## src/rtl/mem_arbiter_pkg.sv

```systemverilog
// rtl/mem_arbiter_pkg.sv - shared types and constants for the fetch/data memory arbiter
package mem_arbiter_pkg;

  localparam int ADDR_W = 19;
  localparam int DATA_W = 16;
  localparam int BSEL_W = 2;

  localparam logic [BSEL_W-1:0] BYTESEL_WORD = 2'b11;

  typedef enum logic [1:0] {
    IDLE,
    SERVE_INSTR,
    SERVE_DATA
  } MemArbState_t;

  typedef enum logic {
    GRANT_INSTR,
    GRANT_DATA
  } MemArbGrant_t;

  function automatic MemArbState_t serve_state(input MemArbGrant_t grant);
    return (grant == GRANT_DATA) ? SERVE_DATA : SERVE_INSTR;
  endfunction

endpackage

```

## src/rtl/mem_arbiter_pick.sv

```systemverilog
// rtl/mem_arbiter_pick.sv - combinational grant chooser; MEM_ARBITER_RR_EN selects round-robin
module mem_arbiter_pick
  import mem_arbiter_pkg::*;
(
  input  logic instr_req,
  input  logic data_req,
  input  logic mask_valid,
  input  logic mask_grant,
  input  logic last_grant,
  output logic pick_valid,
  output logic pick_grant
);

  logic instr_ok;
  logic data_ok;

  // The port acked in the previous cycle is still showing its registered access.
  assign instr_ok = instr_req && !(mask_valid && (mask_grant == GRANT_INSTR));
  assign data_ok  = data_req  && !(mask_valid && (mask_grant == GRANT_DATA));

  always_comb begin
    pick_valid = instr_ok || data_ok;
    pick_grant = GRANT_INSTR;
`ifdef MEM_ARBITER_RR_EN
    if (instr_ok && data_ok) begin
      pick_grant = (last_grant == GRANT_DATA) ? GRANT_INSTR : GRANT_DATA;
    end else if (data_ok) begin
      pick_grant = GRANT_DATA;
    end
`else
    if (data_ok) begin
      pick_grant = GRANT_DATA;
    end
`endif
  end

`ifndef MEM_ARBITER_RR_EN
  logic unused_last_grant;
  assign unused_last_grant = last_grant;
`endif

endmodule

```

## src/rtl/mem_arbiter.sv

```systemverilog
// rtl/mem_arbiter.sv - fetch/data to single memory port arbiter; MEM_ARBITER_RR_EN enables round-robin
module mem_arbiter
  import mem_arbiter_pkg::*;
(
  input  logic              clk,
  input  logic              reset,
  input  logic [19:1]       instr_m_addr,
  input  logic              instr_m_access,
  output logic              instr_m_ack,
  output logic [15:0]       instr_m_data_in,
  input  logic [19:1]       data_m_addr,
  input  logic [15:0]       data_m_data_out,
  input  logic              data_m_access,
  input  logic              data_m_wr_en,
  input  logic [1:0]        data_m_bytesel,
  output logic              data_m_ack,
  output logic [15:0]       data_m_data_in,
  output logic [19:1]       q_m_addr,
  output logic [15:0]       q_m_data_out,
  input  logic [15:0]       q_m_data_in,
  output logic              q_m_access,
  input  logic              q_m_ack,
  output logic              q_m_wr_en,
  output logic [1:0]        q_m_bytesel
);

  MemArbState_t state;
  logic         mask_valid;
  MemArbGrant_t mask_grant;
  MemArbGrant_t last_grant;
  logic         pick_valid;
  logic         pick_grant_bit;
  MemArbGrant_t pick_grant;

  assign pick_grant = MemArbGrant_t'(pick_grant_bit);

  mem_arbiter_pick u_pick (
    .instr_req  (instr_m_access),
    .data_req   (data_m_access),
    .mask_valid (mask_valid),
    .mask_grant (mask_grant),
    .last_grant (last_grant),
    .pick_valid (pick_valid),
    .pick_grant (pick_grant_bit)
  );

`ifndef MEM_ARBITER_RR_EN
  assign last_grant = GRANT_DATA;
`endif

  always_ff @(posedge clk or negedge reset) begin
    if (!reset) begin
      state      <= IDLE;
      mask_valid <= 1'b0;
      mask_grant <= GRANT_INSTR;
`ifdef MEM_ARBITER_RR_EN
      last_grant <= GRANT_DATA;
`endif
    end else begin
      case (state)
        IDLE: begin
          mask_valid <= 1'b0;
          if (pick_valid) begin
            state <= serve_state(pick_grant);
`ifdef MEM_ARBITER_RR_EN
            last_grant <= pick_grant;
`endif
          end
        end
        SERVE_INSTR: begin
          if (q_m_ack) begin
            state      <= IDLE;
            mask_valid <= 1'b1;
            mask_grant <= GRANT_INSTR;
          end
        end
        SERVE_DATA: begin
          if (q_m_ack) begin
            state      <= IDLE;
            mask_valid <= 1'b1;
            mask_grant <= GRANT_DATA;
          end
        end
        default: state <= IDLE;
      endcase
    end
  end

  assign instr_m_data_in = q_m_data_in;
  assign data_m_data_in  = q_m_data_in;

  // Memory side follows the state so it drops immediately when reset asserts.
  always_comb begin
    q_m_access   = 1'b0;
    q_m_addr     = '0;
    q_m_data_out = '0;
    q_m_wr_en    = 1'b0;
    q_m_bytesel  = '0;
    instr_m_ack  = 1'b0;
    data_m_ack   = 1'b0;
    case (state)
      SERVE_INSTR: begin
        q_m_access  = 1'b1;
        q_m_addr    = instr_m_addr;
        q_m_bytesel = BYTESEL_WORD;
        instr_m_ack = q_m_ack;
      end
      SERVE_DATA: begin
        q_m_access   = 1'b1;
        q_m_addr     = data_m_addr;
        q_m_data_out = data_m_data_out;
        q_m_wr_en    = data_m_wr_en;
        q_m_bytesel  = data_m_bytesel;
        data_m_ack   = q_m_ack;
      end
      default: ;
    endcase
  end

endmodule
```

## config.mk

```make
export PLATFORM = sky130hd
export DESIGN_NAME = mem_arbiter
export DESIGN_NICKNAME = d
export VERILOG_FILES = /design/src/rtl/mem_arbiter_pkg.sv /design/src/rtl/mem_arbiter_pick.sv /design/src/rtl/mem_arbiter.sv
export SDC_FILE = /design/constraint.sdc
export NUM_CORES = 1
export LEC_CHECK = 0
export CAP_MARGIN = 40
export CORE_MARGIN = 1
export CORE_UTILIZATION = 23
export DETAILED_ROUTE_END_ITERATION = 7
export PLACE_DENSITY = 0.8
export SLEW_MARGIN = 10
export SYNTH_ARGS = -nofsm -noshare
export SYNTH_HDL_FRONTEND = slang
export SYNTH_HIERARCHICAL = 1
export SYNTH_SLANG_ARGS = --single-unit
```

## constraint.sdc

```tcl
create_clock -name clk -period 1.4 [get_ports clk]
set_input_delay 0.28 -clock clk [delete_from_list [all_inputs] [get_ports clk]]
set_output_delay 0.28 -clock clk [all_outputs]
set_load 0.05 [all_outputs]
```

# Yosys cells after proc, flatten, opt, wreduce, memory -nomap -nowiden
# Cells that the tools add are included.
word_totals:
  out_inout_bits: 73
  input_bits: 78
  word_cells: 40
  regBits: 4
op_classes:
  reduce_logical: 14
  n_eq_ne: 6
  bitwise: 1
  n_mux: 16
op_table:
  columns: ["op", "n"]
  rows:
  - ["$pmux W19 S2", 1]
  - ["$mux W16", 1]
  - ["$pmux W2 S2", 2]
  - ["$mux W1", 7]
  - ["$mux W2", 3]
  - ["$ne A2 B2 Y1 const B", 3]
  - ["$logic_and A1 B1 Y1", 4]
  - ["$pmux W1 S2", 2]
  - ["$reduce_and A2 Y1", 2]
  - ["$reduce_bool A2 Y1", 2]
  - ["$reduce_and A3 Y1", 1]
  - ["$eq A2 B1 Y1 const B", 1]
  - ["$eq A2 B2 Y1 const B", 1]
  - ["$logic_not A1 Y1", 2]
  - ["$logic_not A2 Y1", 1]
  - ["$ne A2 B1 Y1 const B", 1]
  - ["$reduce_or A2 Y1", 1]
  - ["$logic_or A1 B1 Y1", 1]
  - ["$not A1 Y1", 1]

# Longest topological paths before layout
# Gate-level depths: netlist (run 1).
depth:
  ltp_word: 7
  depth_mapped: 5
  mapped_depth_nobuf: 5

# Hierarchy
# The synthesis (run 1) kept the hierarchy.
modules_own_cells:
  columns: ["module", "n_inst", "area_per_inst_um2", "seq_area_each_um2", "cells_per_inst"]
  rows:
  - ["mem_arbiter", 1, 943.4, 100.1, 127]
  - ["mem_arbiter_pick", 1, 26.3, 0.0, 4]

# Worst setup path after synthesis (run 1)
# No wires, ideal clock.
synth_path:
  path_kind: "flip-flop to output port"
  startpoint: "reg state[1]"
  endpoint: "out q_m_addr[15] (netlist name)"
  arrival_time_ns: 1.987
  path_buffers: 1
  path_stages_with_launch: 5
  slack_ns: -0.867
  required_time_ns: 1.120
  cell_sequence: "dfrtp_1 > inv_1 > ha_1 > buf_2 > nor2b_1"
synth_between:
  elab_chain_len: 2
  word_cells_on_any_way: 3
  cone_classes: "eq/ne (2); mux (1)"
synth_lines:
  columns: ["item", "line", "text"]
  rows:
  - ["start, declared", "mem_arbiter.sv:27", "MemArbState_t state;"]
  - ["start signal, assigned", "mem_arbiter.sv:64", "state <= serve_state(pick_grant);"]
  - ["$eq A2 B2 Y1 / $eq A2 B1 Y1 (equally long branches)", "mem_arbiter.sv:101", "case (state)"]
  - ["$pmux W19 S2 (*)", "mem_arbiter.sv:101", null]
  - ["end, declared", "mem_arbiter.sv:18", "output logic [19:1] q_m_addr,"]
# Every way passes the cells marked *; elsewhere a longest branch is shown, timed or not.

# Worst setup path in the final report (run 1)
layout_path:
  startpoint: "reg state[1]"
  endpoint: "out q_m_addr[6] (netlist name)"
# The elaborated chain is that of the path after synthesis.

==> summary.md, run 1 <==
| Metric | Value |
|---|---|
| Status | `finished with violations` |
| Violated checks | `setup timing` |
| Die Span Y | `66.8 um` |
| Headroom to the max-slew limit | `81.4%` |
| Post-synthesis area per instance | `7.43 um2` |
| Worst slack on hold paths | `0.273 ns` |
| Max-capacitance violation count | `0` |
| Maximum number of pins on one net before global-route repair | `13` |
| Layout cells sized above 1 | `63.7%` |
| Time the final worst path needs with I/O delays and setup | `1.79 ns` |
| Area inside the core boundary | `0.00403 mm2` |
| Leak | `1.11 nW` |
| Global-route wire length before repair | `6330 um` |
| Buffer depth of the longest clock path | `2` |
| Unrepaired setup endpoints after global routing | `true` |
| Layout-stage area growth over the synthesis result | `198%` |
| Final Setup Violations | `43` |
| Crit Path Max Fanout | `12` |
| Post-layout nets | `299` |
| H-tree Lvls | `1` |
| Power density of the placed cells | `1930 mW/mm2` |
| Pre-antenna DRT Iters | `4` |
| Io pins | `151` |
| Reg-to-reg slack, setup | `-0.16 ns` |
| Die X | `66.8 um` |
| Detail-routed net length per standard cell | `16.6 um` |
| Initial antenna violation count | `0` |
| Number of fill cells in the layout | `241` |
| Fin. max-slew vios | `0` |
| Effective utilization at floorplan | `24.0%` |
| Capture instance of the worst register-to-register path | `state[0]` |
| GRT Overall Usage | `18.9%` |
| Source-to-sink clock delay at the later pin of the worst-skew pair | `0.22 ns` |
| Area of the die | `0.00446 mm2` |
| Total via count after detailed routing | `1228` |
| Worst Hold Class | `input pin to async pin` |
| Placed wire-length estimate | `2830 um` |
| Pre-CTS setup slack | `-0.247 ns` |
| Actual slew at the worst max-slew pin | `0.278 ns` |
| Via count normalized by instance count | `4.63` |
| Post-detailed-route DRC marker count | `0` |
| Clock buffer count from CTS | `3` |
| Data required time at the worst endpoint | `1.12 ns` |
| Final RePlAce weighted congestion | `0.735` |
| Total wire length after detailed routing | `4410 um` |
| Post-route fraction of the period consumed by the critical path | `128%` |
| Type of the worst setup path | `flip-flop to output pin` |
| Number of antenna cells inserted | `0` |
| Global route overflow | `0` |
| CP arrival | `1.51 ns` |
| Post-Syn Nets | `212` |
| Number of standard cells after synthesis | `130` |
| IO Port Bufs | `102` |
| Total number of placement rows | `23` |
| Final core utilization | `71.3%` |
| Cell Area, Synth | `966 um2` |
| Highest attainable clock frequency | `560 MHz` |
| Clock slew seen by the registers of the worst setup and hold paths | `0.03 ns` |
| Buffer cell driving the clock tree root | `sky130_fd_sc_hd__clkbuf_8` |
| Yosys synthesis warning count | `6` |
| CP startpoint kind | `flip-flop` |
| Largest vdd supply drop | `1.27 mV` |
| Num Clock Sinks | `4` |
| Number of global-route vias before repair | `1250` |
| Antenna Nets Post-Route | `0` |
| Count of routing violations after the opening detailed-route iteration | `17` |
| Type of destination of the critical path | `output pin` |
| Worst-case reg-to-reg path depth | `7` |
| Final Hold Fails | `0` |
| Worst Clk Skew | `0.000905 ns` |
| Worst Slack Setup Final | `-0.387 ns` |
| Clock tree from TritonCTS | `built` |
| Critical R2R Launch | `state[1]` |
[through the flow]
step                      TNS [ns]  total power, W  cells  area (um2)
after floorplan              -3.53         0.00288    130        1180
after global placement       -6.11         0.00422    250        2440
after detailed placement     -6.67         0.00425    250        2440
after CTS                   -13.66         0.00545    264        2850
after global routing        -16.91         0.00577    265        2870
final                       -14.55         0.00554    265        2870
[report_power, final]
group / leakage (nW) / total (W) / internal (W) / switching [W]
Sequential: 0.0491 / 0.000232 / 0.000170 / 0.0000620
Combinational: 1.04 / 0.00507 / 0.00277 / 0.00230
Clock: 0.0216 / 0.000241 / 0.000183 / 0.0000580
[critical path: stages, from the launching register on]
cell,delay [ns]
sky130_fd_sc_hd__dfrtp_2,0.44
sky130_fd_sc_hd__inv_4,0.07
sky130_fd_sc_hd__ha_4,0.32
sky130_fd_sc_hd__buf_12,0.14
sky130_fd_sc_hd__nor2b_4,0.17
sky130_fd_sc_hd__buf_12,0.14
[final cells by class]
| cell class | instances | area (um2) | share of cell area (%) |
|---|---|---|---|
| Sequential cell | 4 | 101 | 3.53 |
| Multi-Input combinational cell | 82 | 931 | 32.4 |
| Clock buffer | 3 | 41.3 | 1.44 |
| Timing Repair Buffer | 122 | 1720 | 59.9 |
| Tap cell | 50 | 62.6 | 2.18 |
| Inverter | 4 | 17.5 | 0.609 |
[placed cells by master, fill, tap and decap left out, drive strengths merged]
master,n
nor2,1
inv,4
dfrtp,4
nor2b,23
o21ai,7
buf,60
a21oi,3
and2,19
a21boi,1
ha,4
a22oi,19
clkbuf,4
clkdlybuf4s50,61
nand2b,2
mux2i,1
nand2,2
[registers in the layout, indices dropped and copies added, names as in the netlist]
signal / flops
state: 2
mask_grant: 1
mask_valid: 1
[metal layers]
layer | part of all wire (%) | wire (um) | vias up | GRT usage, %
li1 | - | - | 570 | -
met1 | 35 | 1550 | 593 | 20.8
met3 | 7.4 | 325 | 11 | 3.94
met5 | 0 | 0 | - | 0
met4 | 1.6 | 72 | 0 | 7.98
met2 | 56 | 2460 | 54 | 34.3
[how the worst max path moves through the flow]
stage / from / end / slack (ns) / depth (start not counted)
2_1_floorplan: state[1] / q_m_addr[10] / -0.16 / 4
3_3_place_gp: state[0] / q_m_addr[12] / -0.20 / 6
3_5_place_dp: state[0] / q_m_addr[10] / -0.25 / 6
4_1_cts: state[0] / q_m_addr[10] / -0.37 / 6
5_1_grt: state[1] / q_m_bytesel[1] / -0.44 / 5
6_report: state[1] / q_m_addr[6] / -0.39 / 5
[what timing repair did]
action	CTS	global route
cloned	4	1
resized for setup	66	1
setup endpoints to repair	43	43
hold buffers	0	0
buffers inserted	7	0
pin swaps	14	7
Note: power is estimated with default switching activity, not from simulation.
==> run 2, diff against run 1 <==
--- a/config.mk
+++ b/config.mk
@@ -7,9 +7,10 @@
 export LEC_CHECK = 0
 export CAP_MARGIN = 40
 export CORE_MARGIN = 1
-export CORE_UTILIZATION = 23
+export CORE_UTILIZATION = 25
 export DETAILED_ROUTE_END_ITERATION = 7
-export PLACE_DENSITY = 0.8
+export GPL_TIMING_DRIVEN = 0
+export PLACE_DENSITY = 0.86
 export SLEW_MARGIN = 10
 export SYNTH_ARGS = -nofsm -noshare
 export SYNTH_HDL_FRONTEND = slang
==> constraint.sdc (replaced) <==
create_clock -name clk -period 2.2 [get_ports clk]
set_input_delay 0.44 -clock clk [delete_from_list [all_inputs] [get_ports clk]]
set_output_delay 0.44 -clock clk [all_outputs]
set_load 0.05 [all_outputs]
==> run 2 against run 1 <==
The flow now finishes without violations. Setup slack improved by 0.45 ns. Hold slack improved by 0.16 ns. Count of clock-buffer cells in the layout did not move. Flip-flop and latch count did not move. Critical path type is now input pin to output pin. Highest routed layer unchanged.
==> summary.md, run 2 (synthesized netlist as in run 1, its figures left out) <==
| Metric | Value |
|---|---|
| Worst Hold Class | `input pin to async pin` |
| H-tree Lvls | `1 (unchanged)` |
| Maximum number of pins on one net before global-route repair | `11 (-2)` |
| Capture instance of the worst register-to-register path | `state[1]` |
| Global route overflow | `0 (unchanged)` |
| Reg-to-reg slack, setup | `0.79 ns (+0.95 ns)` |
| Resized Gates After CTS | `140 (+110%)` |
| Source-to-sink clock delay at the later pin of the worst-skew pair | `0.21 ns (about the same)` |
| Data required time at the worst endpoint | `1.76 ns (+0.64 ns)` |
| Worst-case reg-to-reg path depth | `5 (-2)` |
| Detail-routed net length per standard cell | `12.7 um (-24%)` |
| Effective utilization at floorplan | `26.2% (+2.2 points)` |
| Family of cells with the greatest summed delay on the critical path | `buffers and inverters` |
| Most common cell after layout, fill and taps aside | `sky130_fd_sc_hd__clkdlybuf4s50_1` |
| Via count normalized by instance count | `4.35 (-6.2%)` |
| Status | `completed` |
| Commonest non-fill, non-tap cells in the layout | `sky130_fd_sc_hd__clkdlybuf4s50_1 (93), sky130_fd_sc_hd__buf_4 (35), sky130_fd_sc_hd__nor2b_2 (22)` |
| Unrepaired setup endpoints after global routing | `false` |
| IO Port Bufs | `134 (+31%)` |
| Total via count after detailed routing | `1369 (+11%)` |
| Power density of the placed cells | `935 mW/mm2 (-52%)` |
| Stage delay of the slowest cell on the critical path | `0.56 ns (+0.12 ns)` |
| Layout-stage area growth over the synthesis result | `145%` |
| Worst Clk Skew | `0.000294 ns (-0.000611 ns)` |
| CP startpoint kind | `input pin` |
| GRT Overall Usage | `19.0% (+0.18 points)` |
| CP arrival | `1.69 ns (+0.18 ns)` |
| Area taken by flip-flops and latches | `100 um2 (-1.2%)` |
| Pre-antenna DRT Iters | `4 (unchanged)` |
| Number of global-route vias before repair | `1300 (+4.0%)` |
| Area of the die | `0.00412 mm2 (-7.8%)` |
| Post-layout nets | `351 (+17%)` |
| Final Hold Fails | `0 (unchanged)` |
| Headroom to the max-slew limit | `66.3% (-15 points)` |
| Initial antenna violation count | `0 (unchanged)` |
| Placed wire-length estimate | `3330 um (+18%)` |
| Internal power | `0.000948 W (-70%)` |
| Io pins | `151 (unchanged)` |
| Die X | `64.2 um (-4.0%)` |
| Time the final worst path needs with I/O delays and setup | `2.13 ns` |
| Number of antenna cells inserted | `0 (unchanged)` |
| Num Clock Sinks | `4 (unchanged)` |
| Area inside the core boundary | `0.00369 mm2 (-8.4%)` |
| Crit Path Max Fanout | `5 (-7)` |
| Max-capacitance violation count | `0 (unchanged)` |
| Buffer depth of the longest clock path | `2 (unchanged)` |
| Count of routing violations after the opening detailed-route iteration | `37 (+20)` |
| Number of fill cells in the layout | `335 (+39%)` |
| Count of hold-fix buffers inserted at cts | `0 (unchanged)` |
| Total number of placement rows | `22 (-4.3%)` |
| Clock slew seen by the registers of the worst setup and hold paths | `0.03 ns (about the same)` |
| Buffer cell driving the clock tree root | `sky130_fd_sc_hd__clkbuf_8` |
| Net switching power | `0.00127 W (-48%)` |
| Die Span Y | `64.2 um (-4.0%)` |
| Final RePlAce weighted congestion | `0.690 (-6.1%)` |
| Type of the worst setup path | `input pin to output pin` |
| Number of post-CTS setup repair buffers | `0 (-7)` |
| Part of the total power dissipated in combinational logic | `87.0% (-4.5 points)` |
| Leak | `1.03 nW (-6.7%)` |
| Pwr Total | `0.00221 W (-60%)` |
| Area used by multi-input combinational logic | `619 um2 (-33%)` |
| Actual slew at the worst max-slew pin | `0.503 ns (+0.225 ns)` |
| Largest registers | `state: 2 flops, mask_grant: 1 flops, mask_valid: 1 flops` |
| Switching Fraction | `57.2% (+14 points)` |
| Part of the total power dissipated in sequential elements | `6.1% (+1.9 points)` |
| Post-route fraction of the period consumed by the critical path | `96.9%` |
| Biggest register | `state` |
| Post-detailed-route DRC marker count | `0 (unchanged)` |
| Highest attainable clock frequency | `469 MHz` |
| Clock tree from TritonCTS | `built` |
| Critical R2R Launch | `state[0]` |
| Critical path's slowest cell | `sky130_fd_sc_hd__clkdlybuf4s50_1` |
| Fin. max-slew vios | `0 (unchanged)` |
| Worst-path cell chain | `clkdlybuf4s50_1 > and2_1 > clkdlybuf4s15_1` |
| Global-route wire length before repair | `6250 um (-1.2%)` |
| Layout cells sized above 1 | `40.4% (-23 points)` |
| Largest vdd supply drop | `0.658 mV (-48%)` |
| Clk pwr share | `6.8% (+2.4 points)` |
| Bufs and invs on worst path | `2 (-1)` |
| Total wire length after detailed routing | `4010 um (-9.1%)` |
| Flip-flop count of the largest register after layout | `2 (unchanged)` |
| Type of destination of the critical path | `output pin` |
| Antenna Nets Post-Route | `0 (unchanged)` |
| Total negative setup slack | `0 ns (+14.55 ns)` |
| Clock buffer count from CTS | `3 (unchanged)` |
| Final Setup Violations | `0 (-100%)` |
[run 2: changes by cell type in the layout (fill, tap and decap cells not counted), moves of 17 or more]
cell	delta
sky130_fd_sc_hd__a22oi_1	+19
sky130_fd_sc_hd__buf_12	-43
sky130_fd_sc_hd__nor2b_2	+22
sky130_fd_sc_hd__a22oi_2	-19
sky130_fd_sc_hd__and2_1	+19
sky130_fd_sc_hd__nor2b_4	-22
sky130_fd_sc_hd__clkbuf_4	+17
sky130_fd_sc_hd__clkdlybuf4s50_1	+32
sky130_fd_sc_hd__and2_4	-19
sky130_fd_sc_hd__buf_4	+32
[run 2: worst max path at each step]
stage | cells after the start | from | endpoint | slack, ns
after floorplan | 4 | state[1] | q_m_addr[15] | 0.03
after global placement | 5 | state[0] | q_m_addr[19] | -0.27
after detailed placement | 5 | state[0] | q_m_addr[19] | -0.30
after CTS | 5 | state[0] | q_m_data_out[11] | 0.007
after global routing | 3 | q_m_ack | instr_m_ack | 0.008
final | 3 | q_m_ack | instr_m_ack | 0.07
[run 2: power groups by stage]
stage	Sequential, W	Combinational, W	Clock [W]
final	0.000135	0.00193	0.000151
after floorplan	0.000128	0.00140	0
after global placement	0.000134	0.00200	0
after detailed placement	0.000135	0.00202	0
after CTS	0.000135	0.00190	0.000155
after global routing	0.000140	0.00204	0.000164
[run 2: worst register-to-register path: cells and delay by family, from the launching register on]
| family | cells | cell delay, ns |
|---|---|---|
| AO/OA/AOI/OAI | 2 | 0.29 |
| AND/OR/NAND/NOR | 1 | 0.18 |
| adder cells (fa/ha/maj) | 1 | 0.32 |
| buffers and inverters | 1 | 0.11 |
| flip-flops | 1 | 0.39 |
[run 2: routing by layer]
layer  share of wire [%]  GRT usage, %
met1                  36          19.7
met2                  56          38.3
met3                 7.1          3.39
met4                 1.4          5.28
met5                   0             0
[run 2: area by class of cell]
| class | count | area share (%) |
|---|---|---|
| flip-flops and latches | 4 | 4.23 |
| well taps | 48 | 2.54 |
| plain buffers | 40 | 12.3 |
| clock buffers | 3 | 1.74 |
| repair buffers | 134 | 52.4 |
| inverters | 4 | 0.634 |
| multi-input cells | 82 | 26.2 |
[run 2: metrics by stage]
step	instance area (um2)	utilization [%]	worst slack, ns	instances	hold WS [ns]
5_1_grt	2370	64.2	0.00785	315	0.444
6_report	2370	64.2	0.0678	315	0.437
3_5_place_dp	2420	65.6	-0.295	312	0.560
4_1_cts	2370	64.2	0.00660	315	0.434
3_3_place_gp	2420	65.6	-0.269	312	0.541
2_1_floorplan	1020	-	0.0256	130	0.144
==> run 3, diff against run 2 <==
--- a/config.mk
+++ b/config.mk
@@ -8,6 +8,7 @@
 export CAP_MARGIN = 40
 export CORE_MARGIN = 1
 export CORE_UTILIZATION = 25
+export CTS_CLUSTER_DIAMETER = 50
 export DETAILED_ROUTE_END_ITERATION = 7
 export GPL_TIMING_DRIVEN = 0
 export PLACE_DENSITY = 0.86
@@ -16,3 +17,4 @@
 export SYNTH_HDL_FRONTEND = slang
 export SYNTH_HIERARCHICAL = 1
 export SYNTH_SLANG_ARGS = --single-unit
+export TNS_END_PERCENT = 1
==> run 3 against run 2 <==
Via count shrank 2.3%. Register-to-register slack lost 0.02 ns. Routed wire length shrank 4.7%. Design area shrank 5.0%. Maximum frequency shrank 0.55%. Clock skew grew 0.0013 ns. Utilization shrank 3.2 points. Clock power is essentially flat.
==> summary.md, run 3 (synthesized netlist as in run 1, its figures left out) <==
| Metric | Value |
|---|---|
| Stage delay of the slowest cell on the critical path | `0.48 ns (-0.08 ns)` |
| Power density of the placed cells | `930 mW/mm2 (-0.48%)` |
| CP arrival | `1.70 ns (about the same)` |
| Type of destination of the critical path | `output pin` |
| CP startpoint kind | `flip-flop` |
| Detail-routed net length per standard cell | `12.1 um (-4.7%)` |
| Largest registers | `state: 2 flops, mask_grant: 1 flops, mask_valid: 1 flops` |
| Layout-stage area growth over the synthesis result | `133%` |
| Final RePlAce weighted congestion | `0.735 (+6.4%)` |
| Placed wire-length estimate | `3220 um (-3.2%)` |
| Number of fill cells in the layout | `357 (+6.6%)` |
| Layout cells sized above 1 | `32.2% (-8.2 points)` |
| Data required time at the worst endpoint | `1.76 ns (about the same)` |
| Post-detailed-route DRC marker count | `0 (unchanged)` |
| Leak | `1.03 nW (-0.17%)` |
| Number of antenna cells inserted | `0 (unchanged)` |
| Effective utilization at floorplan | `26.2% (unchanged)` |
| Total via count after detailed routing | `1337 (-2.3%)` |
| Pre-antenna DRT Iters | `4 (unchanged)` |
| Global-route wire length before repair | `6130 um (-1.9%)` |
| Post-layout nets | `351 (unchanged)` |
| Largest vdd supply drop | `0.711 mV (+8.1%)` |
| Worst-path cell chain | `inv_1 > ha_1 > clkbuf_2 > and2_1 > clkdlybuf4s15_1` |
| Max-capacitance violation count | `0 (unchanged)` |
| Global route overflow | `0 (unchanged)` |
| Die Span Y | `64.2 um (unchanged)` |
| Post-route fraction of the period consumed by the critical path | `97.5% (+0.54 points)` |
| Unrepaired setup endpoints after global routing | `true` |
| Clock tree from TritonCTS | `built` |
| Count of routing violations after the opening detailed-route iteration | `39 (+5.4%)` |
| Total wire length after detailed routing | `3820 um (-4.7%)` |
| Clock slew seen by the registers of the worst setup and hold paths | `0.03 ns (about the same)` |
| Num Clock Sinks | `4 (unchanged)` |
| Antenna Nets Post-Route | `0 (unchanged)` |
| Via count normalized by instance count | `4.24 (-2.3%)` |
| Flip-flop count of the largest register after layout | `2 (unchanged)` |
| Number of global-route vias before repair | `1260 (-3.1%)` |
| GRT Overall Usage | `18.4% (-0.66 points)` |
| Final Hold Fails | `0 (unchanged)` |
| Fin. max-slew vios | `0 (unchanged)` |
| Highest attainable clock frequency | `466 MHz (-0.55%)` |
| Initial antenna violation count | `0 (unchanged)` |
| Critical path's slowest cell | `sky130_fd_sc_hd__clkdlybuf4s15_1` |
| Time the final worst path needs with I/O delays and setup | `2.14 ns (+0.0119 ns)` |
| Worst Slack Setup Final | `0.0559 ns (-0.0119 ns)` |
| Worst Hold Class | `input pin to async pin` |
| Buffer cell driving the clock tree root | `sky130_fd_sc_hd__clkbuf_8` |
| Actual slew at the worst max-slew pin | `0.506 ns (+0.00269 ns)` |
| Area inside the core boundary | `0.00369 mm2 (unchanged)` |
| Maximum number of pins on one net before global-route repair | `11 (unchanged)` |
| Total number of placement rows | `22 (unchanged)` |
| Total negative setup slack | `0 ns (unchanged)` |
| Most common cell after layout, fill and taps aside | `sky130_fd_sc_hd__clkdlybuf4s50_1` |
| Buffer depth of the longest clock path | `2 (unchanged)` |
| Type of the worst setup path | `flip-flop to output pin` |
| Worst Clk Skew | `0.00160 ns (+0.00130 ns)` |
| H-tree Lvls | `1 (unchanged)` |
| Final Setup Violations | `0 (unchanged)` |
| Source-to-sink clock delay at the later pin of the worst-skew pair | `0.21 ns (about the same)` |
| Commonest non-fill, non-tap cells in the layout | `sky130_fd_sc_hd__clkdlybuf4s50_1 (93), sky130_fd_sc_hd__buf_4 (37), sky130_fd_sc_hd__nor2b_1 (21)` |
| Pre-CTS setup slack | `-0.266 ns (+0.0295 ns)` |
| Clock buffer count from CTS | `3 (unchanged)` |
| Non-Filler Instances | `315 (unchanged)` |
| Status | `completed` |
| Crit Path Max Fanout | `10 (+5)` |
| Biggest register | `state` |
| Pwr Total | `0.00209 W (-5.4%)` |
| Die X | `64.2 um (unchanged)` |
| IO Port Bufs | `134 (unchanged)` |
| Headroom to the max-slew limit | `66.2% (-0.18 points)` |
| Io pins | `151 (unchanged)` |
| Placed Instances | `312 (unchanged)` |
| Number of post-CTS setup repair buffers | `0 (unchanged)` |
| Area of the die | `0.00412 mm2 (unchanged)` |
==> run 3: path summary, 6_finish.rpt <==
path	from	to	slack [ns]	cells after the start
max	state[0]	q_m_data_out[15]	0.06	5
min	reset	state[1]	0.45	1
max reg2reg	state[0]	state[1]	0.77	5
min reg2reg	mask_valid	mask_valid	0.55	2
max in group asynchronous	reset	mask_valid	1.57	1
min in group clk	mask_valid	mask_valid	0.55	2
==> run 3: layer usage <==
metal / vias to the layer above / global-route usage (%) / share of wire [%]
li1: 673 / - / -
met1: 603 / 21.6 / 38
met2: 59 / 33.8 / 53
met3: 2 / 3.93 / 8.5
met4: 0 / 3.89 / 0.18
met5: - / 0 / 0
==> run 3: worst max-delay path, delay by kind of cell, from the launching register on <==
| kind | cells | cell delay (ns) |
|---|---|---|
| adders and majority gates | 1 | 0.17 |
| buffers and inverters | 3 | 0.78 |
| DFF | 1 | 0.39 |
| and+or+nand+nor | 1 | 0.14 |
==> run 3: final cells by class <==
cell class,instances,area (um2),area share [%]
plain buffers,40,288,12.8
clock buffers,3,41.3,1.84
inverters,4,15.0,0.667
multi-input cells,82,567,25.2
flip-flops and latches,4,100,4.45
well taps,48,60.1,2.67
repair buffers,134,1180,52.4
==> run 3: per-stage QoR <==
step	hold WS [ns]	cell area (um2)	util, %
after floorplan	0.144	968	-
after global placement	0.538	2370	64.2
after detailed placement	0.557	2370	64.2
after CTS	0.451	2300	62.4
after global routing	0.459	2250	61.0
final	0.447	2250	61.0
==> run 3: power breakdown <==
part / leakage (nW) / internal [W] / switching (W)
clock: 0.0216 / 0.000116 / 0.0000346
sequential: 0.0505 / 0.000107 / 0.0000273
combinational: 0.958 / 0.000637 / 0.00117
==> run 3: timing repair <==
action / in CTS / in global routing
pin swaps: 0 / 0
hold buffers: 0 / 0
resized for setup: 128 / 43
setup endpoints to repair: 41 / 29
